### src/rtl/rr_operand_mux_if.sv
// Operand-selector bus: per-channel source handshakes, one registered
// output toward the multiplier load port, and the arbiter's last grant.
interface rr_operand_mux_if #(
  parameter int WIDTH    = 8,
  parameter int CHANNELS = 4,
  parameter int SEL_W    = 2
);
  // Handshake: a transfer happens on a rising clk edge when valid and ready
  // are both high. A source holds valid/data until it sees ready. in_ready
  // may depend combinationally on out_ready, never on its own in_valid alone.
  logic                      mode;
  logic [SEL_W-1:0]          sel;
  logic [CHANNELS*WIDTH-1:0] in_data;
  logic [CHANNELS-1:0]       in_valid;
  logic [CHANNELS-1:0]       in_ready;
  logic [WIDTH-1:0]          out_data;
  logic [SEL_W-1:0]          out_chan;
  logic                      out_valid;
  logic                      out_ready;
  logic [SEL_W-1:0]          last_grant;

  modport slave (
    input  mode, sel, in_data, in_valid, out_ready,
    output in_ready, out_data, out_chan, out_valid, last_grant
  );

  modport master (
    output mode, sel, in_data, in_valid, out_ready,
    input  in_ready, out_data, out_chan, out_valid, last_grant
  );
endinterface

### src/rtl/rr_operand_mux.sv
// Registered N:1 operand selector with fixed-select or round-robin grant and
// a one-entry output register that can reload in the cycle it is drained.
module rr_operand_mux #(
  parameter int WIDTH    = 8,
  parameter int CHANNELS = 4,
  parameter int SEL_W    = 2
) (
  input  logic clk,
  input  logic rst,
  rr_operand_mux_if.slave bus
);

  logic [WIDTH-1:0]    r_out_data;
  logic [SEL_W-1:0]    r_out_chan;
  logic                r_out_valid;
  logic [SEL_W-1:0]    r_last_grant;

  logic                w_space;
  logic [CHANNELS-1:0] w_grant;
  logic [SEL_W-1:0]    w_grant_idx;
  logic                w_grant_any;
  logic                w_in_xfer;
  logic                w_out_xfer;
  logic [WIDTH-1:0]    w_sel_data;

  assign w_space = ~r_out_valid | bus.out_ready;

  // Round-robin walks offsets from farthest to nearest so the channel
  // closest after last_grant is the one left standing.
  always_comb begin
    int idx;
    idx         = 0;
    w_grant     = '0;
    w_grant_idx = '0;
    w_grant_any = 1'b0;
    if (bus.mode == 1'b0) begin
      for (int k = 0; k < CHANNELS; k++) begin
        if ((int'(bus.sel) == k) && bus.in_valid[k]) begin
          w_grant[k]  = 1'b1;
          w_grant_idx = SEL_W'(k);
          w_grant_any = 1'b1;
        end
      end
    end else begin
      for (int off = CHANNELS; off >= 1; off--) begin
        idx = (int'(r_last_grant) + off) % CHANNELS;
        if (bus.in_valid[idx]) begin
          w_grant      = '0;
          w_grant[idx] = 1'b1;
          w_grant_idx  = SEL_W'(idx);
          w_grant_any  = 1'b1;
        end
      end
    end
  end

  assign w_sel_data = bus.in_data[int'(w_grant_idx)*WIDTH +: WIDTH];
  assign w_in_xfer  = w_grant_any & w_space & ~rst;
  assign w_out_xfer = r_out_valid & bus.out_ready;

  always_ff @(posedge clk or posedge rst) begin
    if (rst) begin
      r_out_valid  <= 1'b0;
      r_out_data   <= '0;
      r_out_chan   <= '0;
      r_last_grant <= SEL_W'(CHANNELS - 1);
    end else if (w_in_xfer) begin
      r_out_valid  <= 1'b1;
      r_out_data   <= w_sel_data;
      r_out_chan   <= w_grant_idx;
      r_last_grant <= w_grant_idx;
    end else if (w_out_xfer) begin
      r_out_valid  <= 1'b0;
    end
  end

  assign bus.in_ready   = w_grant & {CHANNELS{w_space & ~rst}};
  assign bus.out_data   = r_out_data;
  assign bus.out_chan   = r_out_chan;
  assign bus.out_valid  = r_out_valid;
  assign bus.last_grant = r_last_grant;

endmodule

### src/flat_wrapper.sv
// flat-port wrapper written by rule: the top's interface ports become plain ports
module rr_operand_mux_flat 
#(
  parameter int WIDTH    = 8,
  parameter int CHANNELS = 4,
  parameter int SEL_W    = 2
)
  (clk, rst, bus_mode, bus_sel, bus_in_data, bus_in_valid, bus_out_ready, bus_in_ready, bus_out_data, bus_out_chan, bus_out_valid, bus_last_grant);
  rr_operand_mux_if #(.WIDTH(WIDTH), .CHANNELS(CHANNELS), .SEL_W(SEL_W)) bus_i ();
  input  logic clk;
  input  logic rst;
  input wire logic [$bits(bus_i.mode)-1:0] bus_mode;
  input wire logic [$bits(bus_i.sel)-1:0] bus_sel;
  input wire logic [$bits(bus_i.in_data)-1:0] bus_in_data;
  input wire logic [$bits(bus_i.in_valid)-1:0] bus_in_valid;
  input wire logic [$bits(bus_i.out_ready)-1:0] bus_out_ready;
  output wire logic [$bits(bus_i.in_ready)-1:0] bus_in_ready;
  output wire logic [$bits(bus_i.out_data)-1:0] bus_out_data;
  output wire logic [$bits(bus_i.out_chan)-1:0] bus_out_chan;
  output wire logic [$bits(bus_i.out_valid)-1:0] bus_out_valid;
  output wire logic [$bits(bus_i.last_grant)-1:0] bus_last_grant;
  assign bus_i.mode = bus_mode;
  assign bus_i.sel = bus_sel;
  assign bus_i.in_data = bus_in_data;
  assign bus_i.in_valid = bus_in_valid;
  assign bus_i.out_ready = bus_out_ready;
  assign bus_in_ready = bus_i.in_ready;
  assign bus_out_data = bus_i.out_data;
  assign bus_out_chan = bus_i.out_chan;
  assign bus_out_valid = bus_i.out_valid;
  assign bus_last_grant = bus_i.last_grant;
  rr_operand_mux #(.WIDTH(WIDTH), .CHANNELS(CHANNELS), .SEL_W(SEL_W)) u_core (.clk(clk), .rst(rst), .bus(bus_i));
endmodule
### config.mk
export PLATFORM = sky130hd
export DESIGN_NAME = rr_operand_mux_flat
export DESIGN_NICKNAME = d
export VERILOG_FILES = /design/src/rtl/rr_operand_mux_if.sv /design/src/rtl/rr_operand_mux.sv /design/src/flat_wrapper.sv
export SDC_FILE = /design/constraint.sdc
export NUM_CORES = 1
export LEC_CHECK = 0
export BUFFER_PORTS_ARGS = -buffer_cell sky130_fd_sc_hd__buf_2
export CAP_MARGIN = 20
export CORE_MARGIN = 2
export CORE_UTILIZATION = 25
export DETAILED_ROUTE_END_ITERATION = 12
export PLACE_DENSITY = 0.53
export RECOVER_POWER = 25
export SYNTH_ARGS = -nofsm -noshare
export SYNTH_HDL_FRONTEND = slang
export SYNTH_SLANG_ARGS = --single-unit
### constraint.sdc
create_clock -name clk -period 4.23 [get_ports clk]
set_clock_uncertainty 0.2 [all_clocks]
set_input_delay 0.423 -clock clk [delete_from_list [all_inputs] [get_ports clk]]
set_output_delay 0.423 -clock clk [all_outputs]
set_load 0.02 [all_outputs]
* Yosys cells after proc, flatten, opt, wreduce, memory -nomap -nowiden
Index checks and enable logic that the tools add are counted.
** Word-level totals
- Memories kept :: 0
- Memory bits (writable) :: 0
- Bits of input ports :: 42
- Output and inout port bits :: 17
- Logic and storage cells :: 93
- Bits in latches :: 0
- Flip-flop bits (word level) :: 13
- Bits in read-only memories :: 0
** Cells by class
- Shifts and indexed selects :: 1
- Muxes and demuxes :: 47
- Equal/unequal tests :: 3
- Add/sub/neg operators :: 4
- Magnitude comparators :: 8
- Bitwise gates (word level) :: 12
- Reduce and logical (&&, ||, !) cells :: 14
- Div/mod/pow operators :: 0
- Multiply operators :: 0
** Operators with widths (number)
- $shiftx 32x6->8 :: 1
- $mux 1 :: 27
- $mux 4 :: 5
- $lt 3x4->1 const B :: 4
- $mux 2 :: 7
- $ge 3x1->1 const B :: 4
- $bmux 1 s2 :: 4
- $demux 1 s2 :: 4
- $logic_and 1x1->1 :: 8
- $reduce_or 2->1 :: 4
- $add 2x1->2 const B :: 2
- $add 2x2->2 const B :: 2
- $and 1x1->1 :: 4
- $and 1x1->1 const A :: 4
- $and 4x4->4 :: 1
- $eq 2x2->1 const B :: 2
- $eq 2x1->1 const B :: 1
- $logic_not 2->1 :: 1
- $not 1->1 :: 2
- $reduce_bool 2->1 :: 1
- $or 1x1->1 :: 1

* Logic depth before layout (Yosys ltp)
Gate-level depths: netlist (run 1).
- Depth in word-level cells :: 14
- Depth in mapped cells :: 10

* Worst setup path after synthesis (run 1)
Ideal clock, no wire load.
- Path kind :: reg2out
- From :: register u_core.r_last_grant[0] (netlist: u_core.bus.last_grant[0])
- To :: output port bus_in_ready[2]
- Data arrival time :: 2.552 ns
- Slack :: 1.055 ns
- Cell stages (with the launch flop) :: 10
- Path through :: dfstp_2 > buf_6 > inv_1 > ha_1 > mux4_2 > nor2b_4 > a221oi_1 > nor3_1 > a21oi_1 > o21ai_0
** Between the ends
- Cells in the longest elaborated chain, start to end :: 13
** RTL lines
- start: declaration :: line rr_operand_mux.sv:16 : logic [SEL_W-1:0] r_last_grant;
- start signal: assignment :: line rr_operand_mux.sv:66 : r_last_grant <= SEL_W'(CHANNELS - 1);
- start signal: assignment :: line rr_operand_mux.sv:71 : r_last_grant <= w_grant_idx;
- $add 2x1->2 :: line rr_operand_mux.sv:46 : idx = (int'(r_last_grant) + off) % CHANNELS;
- $reduce_or 2->1 (no source line)
- $and 1x1->1 (no source line)
- $lt 3x4->1 (implied by the code) or $ge 3x1->1 (tied branches) :: line rr_operand_mux.sv:49 : w_grant[idx] = 1'b1;
- $logic_and 1x1->1 (implied by the code) :: line rr_operand_mux.sv:49
- $mux 1 (implied by the code) :: line rr_operand_mux.sv:49
- $demux 1 s2
- $mux 4 (3 in a row) :: line rr_operand_mux.sv:47 : if (bus.in_valid[idx]) begin
- $mux 4 (*) :: line rr_operand_mux.sv:47
- $mux 4 (*) :: line rr_operand_mux.sv:36 : if (bus.mode == 1'b0) begin
- $and 4x4->4 (*) :: line rr_operand_mux.sv:77 : assign bus.in_ready = w_grant & {CHANNELS{w_space & ~rst}};
- end: declaration :: line flat_wrapper.sv:17 : output wire logic [$bits(bus_i.in_ready)-1:0] bus_in_ready;
Mark *: on every way between the ends. The rest lies on a longest branch, timed or not. The select of a mux whose other input is x is not followed.

* Worst setup path after layout (run 1)
- From :: register u_core.r_last_grant[0] (netlist: u_core.bus.last_grant[0])
- To :: register u_core.r_out_data[1] (netlist: u_core.bus.out_data[1])
** Between the ends
- Cells in the longest elaborated chain, start to end :: 11
** RTL lines
- branches (longest 11 deep; another with $add 2x1->2)
- end signal: assignment :: line rr_operand_mux.sv:69 : r_out_data <= w_sel_data;
- end: declaration :: line rr_operand_mux.sv:13 : logic [WIDTH-1:0] r_out_data;
Parallel ways; which one is timed is not known. The select of a mux whose other input is x is not followed.
A chain may end at the register's enable or synchronous reset.

==> results_dict.tcl, run 1 <==
set metrics [dict create \
    status "completed" \
    fill_cells 523 \
    ios 59 \
    fmax_mhz 283 \
    clk_latency_ns 0.24 \
    clk_pin_slew_ns 0.06 \
    yosys_warnings 0 \
    syn_nets 188 \
    rows 26 \
    timing.rr.start "u_core.bus.last_grant[0]" \
    cts_resized 0 \
    tightestPinTransition_ns 0.763 \
    die-area_um2 5770 \
    slew_headroom 0.491 \
    p_leak_uw 0.000852 \
    drt-total-wl_um 3240 \
    synth-edff-count 0 \
    avgViaCountPerCell 4.63 \
    ys.flop_type "dfrtp_1" \
    area_delta_synth_final_pct 32.1 \
    cp_slowest_cell "dfstp_2" \
    hold_buffers 0 \
    place.gp.congestion 0.743 \
    final.period_utilization 0.835 \
    postCtsSetupRepairBufs 0 \
    reg2reg_depth 8 \
    nets 244 \
    fin_ws_ns 0.696 \
    cts_buffers 3 \
    path_delay_family "compound AO/OA/AOI/OAI gates" \
    cts_tree "yes" \
    grt_remaining_overflow 0 \
    final_cell_mix "58 x buf_2, 21 x mux2i_1, 11 x nor2_1, 11 x nor3_1, 11 x dfrtp_1" \
    antenna-diode-count 0 \
    arrival_ns 3.45 \
    antenna_found_initial 0 \
    critPathLaunchType "register" \
    cts_buffer_depth 2 \
    initial_utilization 0.257 \
    cp_common_cell "mux2i_1" \
    cp_max_fo 17 \
    fp.dieH_um 76.0 \
    fp.dieW_um 76.0 \
    ir_drop_mv 0.200 \
    pre_cts_ws_ns 0.665 \
    final_common_cell "buf_2" \
    slew_violations 0 \
    cp-end-kind "register" \
    route.detailed.drc 0 \
    hold_ws_ns 0.00454 \
    synth-seq-cells 13 \
    final_antenna_net_count 0 \
    async_flop_share 1.00 \
    dr.pass1.iters 3 \
    drive_above_1_share 0.392 \
    synth_area_um2 1290 \
    track_usage 0.119 \
    rsz0062_at_grt "false" \
    cp_cell_sequence "inv_1 -> ha_1 -> mux2i_1 -> mux2i_1 -> o21bai_2 -> a311oi_4 -> nor3_1 -> a221o_1" \
    vias 1221 \
    synth-seq-area-share 0.253 \
    cts_sinks 13 \
    cp.required_ns 4.15 \
    min_path_type "input pin to asynchronous set/reset pin" \
    core_um2 5040 \
    r2r_slack_ns 0.70 \
    grt_pass1_wl_um 5660 \
    synthCells 139 \
    fin_crit_ns 3.53 \
    r2r-end "u_core.bus.out_data[1]" \
    drt_iter0_drc 27 \
    crit_type "register to register" \
    p_per_area_nw_per_um2 471 \
    clockRootBuffer "clkbuf_8" \
    ys_types 35 \
    routedWlPerCell_um 12.3 \
    h-tree-depth 1 \
    setup_viol 0 \
    crit_buf_inv 1 \
    cap_violations 0 \
    portBuffers 58 \
    critical-path-max-stage-delay_ns 0.74 \
    grt_pass1_vias 1211 \
    avgSynthCellArea_um2 9.32 \
    dp_hpwl_um 2520 \
    final-hold-violation-count 0 \
    grt_max_degree 32 \
    setup_tns_ns 0 \
]
-- layer usage --
metal	GRT usage	wire [um]	vias up
met3	0.0213	151	2
met2	0.196	1500	39
met1	0.160	1570	549
met5	0	0	-
met4	0.0327	23	0
li1	-	-	631
-- cells in the mapped netlist, types with 3 or more instances --
master / instances / area, um2
nand2_1: 7 / 26.3
nor2b_1: 10 / 62.6
inv_1: 5 / 18.8
nor3_1: 11 / 55.1
a21oi_1: 7 / 35.0
ha_1: 7 / 87.6
mux4_2: 3 / 67.6
dfrtp_1: 11 / 275
nor2_1: 11 / 41.3
a221oi_1: 4 / 35.0
o21ai_0: 4 / 20.0
mux2i_1: 21 / 210
a221o_1: 8 / 80.1
clkbuf_1: 4 / 15.0
-- report_power, final --
part	total (uW)	leakage, uW	switching [uW]	internal [uW]
clock	108	0.0000255	42.9	64.9
combinational	480	0.000671	268	212
sequential	218	0.000156	45.3	173
total	806	0.000852	356	450
-- sequential cells by signal, indices dropped and copies added (netlist names) --
| register | cells |
|---|---|
| u_core.bus.out_data | 8 |
| u_core.bus.last_grant | 2 |
| u_core.bus.out_chan | 2 |
| u_core.bus.out_valid | 1 |
-- final cells by class --
type                            count  area, um2  area share
Sequential cell                    13        328       0.192
Inverter                            5       18.8      0.0110
Tap cell                           70       87.6      0.0512
Clock inverter                      1       5.00     0.00293
Clock buffer                        3       41.3      0.0241
Multi-Input combinational cell    112        917       0.536
Timing Repair Buffer               60        313       0.183
-- worst max path at each step --
stage	startpoint	to	slack (ns)	cells past startpoint
after floorplan	u_core.bus.last_grant[0]	bus_in_ready[2]	1.06	9
after CTS	u_core.bus.last_grant[0]	u_core.bus.out_data[1]	0.64	8
final	u_core.bus.last_grant[0]	u_core.bus.out_data[1]	0.70	8
after detailed placement	u_core.bus.last_grant[0]	u_core.bus.out_data[0]	0.67	8
after global placement	u_core.bus.last_grant[0]	u_core.bus.out_data[7]	0.76	8
after global routing	u_core.bus.last_grant[0]	u_core.bus.out_data[1]	0.39	8
-- through the flow --
| step | cells | util | area (um2) | power (uW) |
|---|---|---|---|---|
| 5_1_grt | 264 | 0.339 | 1710 | 872 |
| 3_3_place_gp | 259 | 0.327 | 1650 | 699 |
| 6_report | 264 | 0.339 | 1710 | 806 |
| 2_1_floorplan | 139 | - | 1290 | 578 |
| 3_5_place_dp | 259 | 0.327 | 1650 | 701 |
| 4_1_cts | 263 | 0.336 | 1700 | 813 |
-- cell families after synthesis --
| family | synth area share |
|---|---|
| and+or+nand+nor | 0.193 |
| AOI/OAI and AO/OA | 0.197 |
| muxes | 0.232 |
| buffers and inverters | 0.0570 |
| DFF | 0.253 |
| adders and majority gates | 0.0676 |
Power figures use the tool's default switching activity.
==> run 2, diff against run 1 <==
--- a/config.mk
+++ b/config.mk
@@ -5,6 +5,7 @@
 export SDC_FILE = /design/constraint.sdc
 export NUM_CORES = 1
 export LEC_CHECK = 0
+export ABC_AREA = 1
 export BUFFER_PORTS_ARGS = -buffer_cell sky130_fd_sc_hd__buf_2
 export CAP_MARGIN = 20
 export CORE_MARGIN = 2
==> constraint.sdc (replaced) <==
create_clock -name clk -period 3 [get_ports clk]
set_clock_uncertainty 0.2 [all_clocks]
set_input_delay 0.3 -clock clk [delete_from_list [all_inputs] [get_ports clk]]
set_output_delay 0.3 -clock clk [all_outputs]
set_load 0.02 [all_outputs]
==> run 2 against run 1 <==
Compared with the run above:
- sequential power increased by 44%
- via count grew 38%
- synthesized cell count increased by 76%
- worst hold slack improved by 0.031 ns
- sequential share of layout area is 2.5 points lower
- register-to-register slack got worse by 0.18 ns
- critical endpoint is now bus_in_ready[3]
==> results_dict.tcl, run 2 <==
set metrics [dict create \
    p_per_area_nw_per_um2 989 \
    ys_types 28 \
    ys.flop_type "dfrtp_1" \
    synth_compound_area_frac 0.0870 \
    final_util 0.333 \
    synth-seq-area-share 0.215 \
    globalRouteMet3Util 0.00870 \
    rows 28 \
    status "completed" \
    fmax_mhz 363 \
    slew_violations 0 \
    cts_tree "yes" \
    final_cell_mix "60 x nand2_1, 57 x buf_2, 43 x inv_1" \
    largest_reg_flops 8 \
    globalRouteMet2Util 0.207 \
    drt-total-wl_um 4200 \
    cts_buffers 3 \
    h-tree-depth 1 \
    drive_above_1_share 0.355 \
    crit_type "register to output port" \
    antenna-diode-count 0 \
    area_delta_synth_final_pct 29.3 \
    portBuffers 58 \
    final.period_utilization 0.918 \
    synth.area.top_cells "dfrtp_1 18%, nand2_1 15%, nand3_1 13%" \
    cp.required_ns 2.50 \
    initial_utilization 0.258 \
    final_antenna_net_count 0 \
    drt_iter0_drc 117 \
    avgSynthCellArea_um2 6.25 \
    dp_cells 375 \
    slew_headroom 0.532 \
    grt_pass1_wl_um 6900 \
    vias 1688 \
    dr.pass1.iters 4 \
    route.detailed.drc 0 \
    ios 59 \
    busiest_layer "met2" \
    cts_sinks 13 \
    synth-edff-count 0 \
    cap_violations 0 \
    final_common_cell "nand2_1" \
    clk_latency_ns 0.24 \
    synth_top_area_cell "dfrtp_1" \
    core_um2 5920 \
    synth.area.mux_share 0 \
    yosys_warnings 0 \
    clockRootBuffer "clkbuf_8" \
    grt_max_degree 20 \
    synth_top_cell_area_share 0.180 \
    p_leak_uw 0.00117 \
    synth_top_family_by_area "simple AND/OR/NAND/NOR gates" \
    syn_nets 293 \
    arrival_ns 2.26 \
    synthCells 244 \
    grt_pass1_vias 1514 \
    clk_pin_slew_ns 0.06 \
    synthSimpleGateAreaFrac 0.482 \
    synth-seq-cells 13 \
    fp.dieH_um 82.1 \
    setup_tns_ns 0 \
    reg2reg_depth 16 \
    synth-xor-area-share 0 \
    min_path_type "input pin to register" \
    critPathLaunchType "register" \
    min_path_cells 2 \
    track_usage 0.130 \
    synth_common_cells "60 x nand2_1, 43 x inv_1, 41 x nand3_1" \
    routedWlPerCell_um 11.0 \
    synth_fa_ha_area_frac 0.0574 \
    cp_max_fo 10 \
    antenna_found_initial 0 \
    rsz0062_at_grt "false" \
    cts_buffer_depth 2 \
    avgViaCountPerCell 4.42 \
    die-area_um2 6740 \
    fin_crit_ns 2.76 \
    synth_most_common_cell "nand2_1" \
    async_flop_share 1.00 \
    place.gp.congestion 0.876 \
    cp-end-kind "output port" \
    layout.cells.non_filler 382 \
    use_met1 0.189 \
    nets 357 \
    setup_viol 0 \
    synth_area_um2 1530 \
    final-hold-violation-count 0 \
    grt_remaining_overflow 0 \
    dp_hpwl_um 3470 \
    tightestPinTransition_ns 0.702 \
    fp.dieW_um 82.1 \
    ir_drop_mv 0.326 \
]
[run 2: report_power, final]
part / internal, uW / switching, uW / leakage [uW]
Sequential: 267 / 48.4 / 0.000157
Combinational: 507 / 975 / 0.000987
Clock: 93.5 / 59.1 / 0.0000228
Total: 868 / 1080 / 0.00117
[run 2: routing by layer]
metal | vias up | wire [um]
met4 | 0 | 32
met2 | 52 | 1950
met5 | - | 0
met3 | 4 | 192
met1 | 741 | 2030
li1 | 891 | -
[run 2: cells by family after synthesis]
family	count (synthesis)
AOI/OAI and AO/OA	24
adders and majority gates	7
buffers and inverters	56
DFF	13
and+or+nand+nor	144
[run 2: worst max-delay path, cell delays in order (launching register included)]
cell and delay (ns):
dfstp_2 0.56, inv_4 0.08, ha_4 0.28, inv_1 0.05, nand3_2 0.10, nand2_4 0.08, inv_2 0.07, nand2_4 0.06
o21ai_1 0.10, o21ai_0 0.10, a21oi_1 0.17, o21ai_0 0.10, nor2_1 0.10, buf_4 0.15
[run 2: layout make-up]
| class | count | area [um2] |
|---|---|---|
| Timing Repair Buffer | 65 | 344 |
| Multi-Input combinational cell | 175 | 968 |
| Clock buffer | 4 | 45.0 |
| Fill cell | 657 | 3950 |
| Sequential cell | 13 | 328 |
| Inverter | 50 | 193 |
| Tap cell | 75 | 93.8 |
[run 2: metrics by stage]
step                      power, uW  hold slack (ns)  setup WS (ns)  area, um2
after floorplan                1430          -0.0188          0.345       1530
after global placement         1750            0.165          0.298       1890
after detailed placement       1740            0.170          0.237       1890
after CTS                      1920           0.0324         0.0275       1950
after global routing           2140           0.0377         0.0184       1970
final                          1950           0.0360          0.245       1970
[run 2: final timing paths]
kind,from,endpoint,slack (ns)
max,u_core.bus.last_grant[0],bus_in_ready[3],0.24
min,bus_out_ready,u_core.bus.out_valid,0.04
max reg2reg,u_core.bus.last_grant[0],u_core.bus.out_data[4],0.52
min reg2reg,u_core.bus.out_chan[1],u_core.bus.out_chan[1],0.26
max in group asynchronous,rst,u_core.bus.out_data[0],1.53
min in group asynchronous,rst,u_core.bus.out_chan[0],0.63
[run 2: what timing repair did]
item	CTS	global route
setup endpoints to repair	1	2
pin swaps	0	1
setup buffers	1	1
hold buffers	1	0
resized for setup	0	4
hold endpoints to repair	11	0
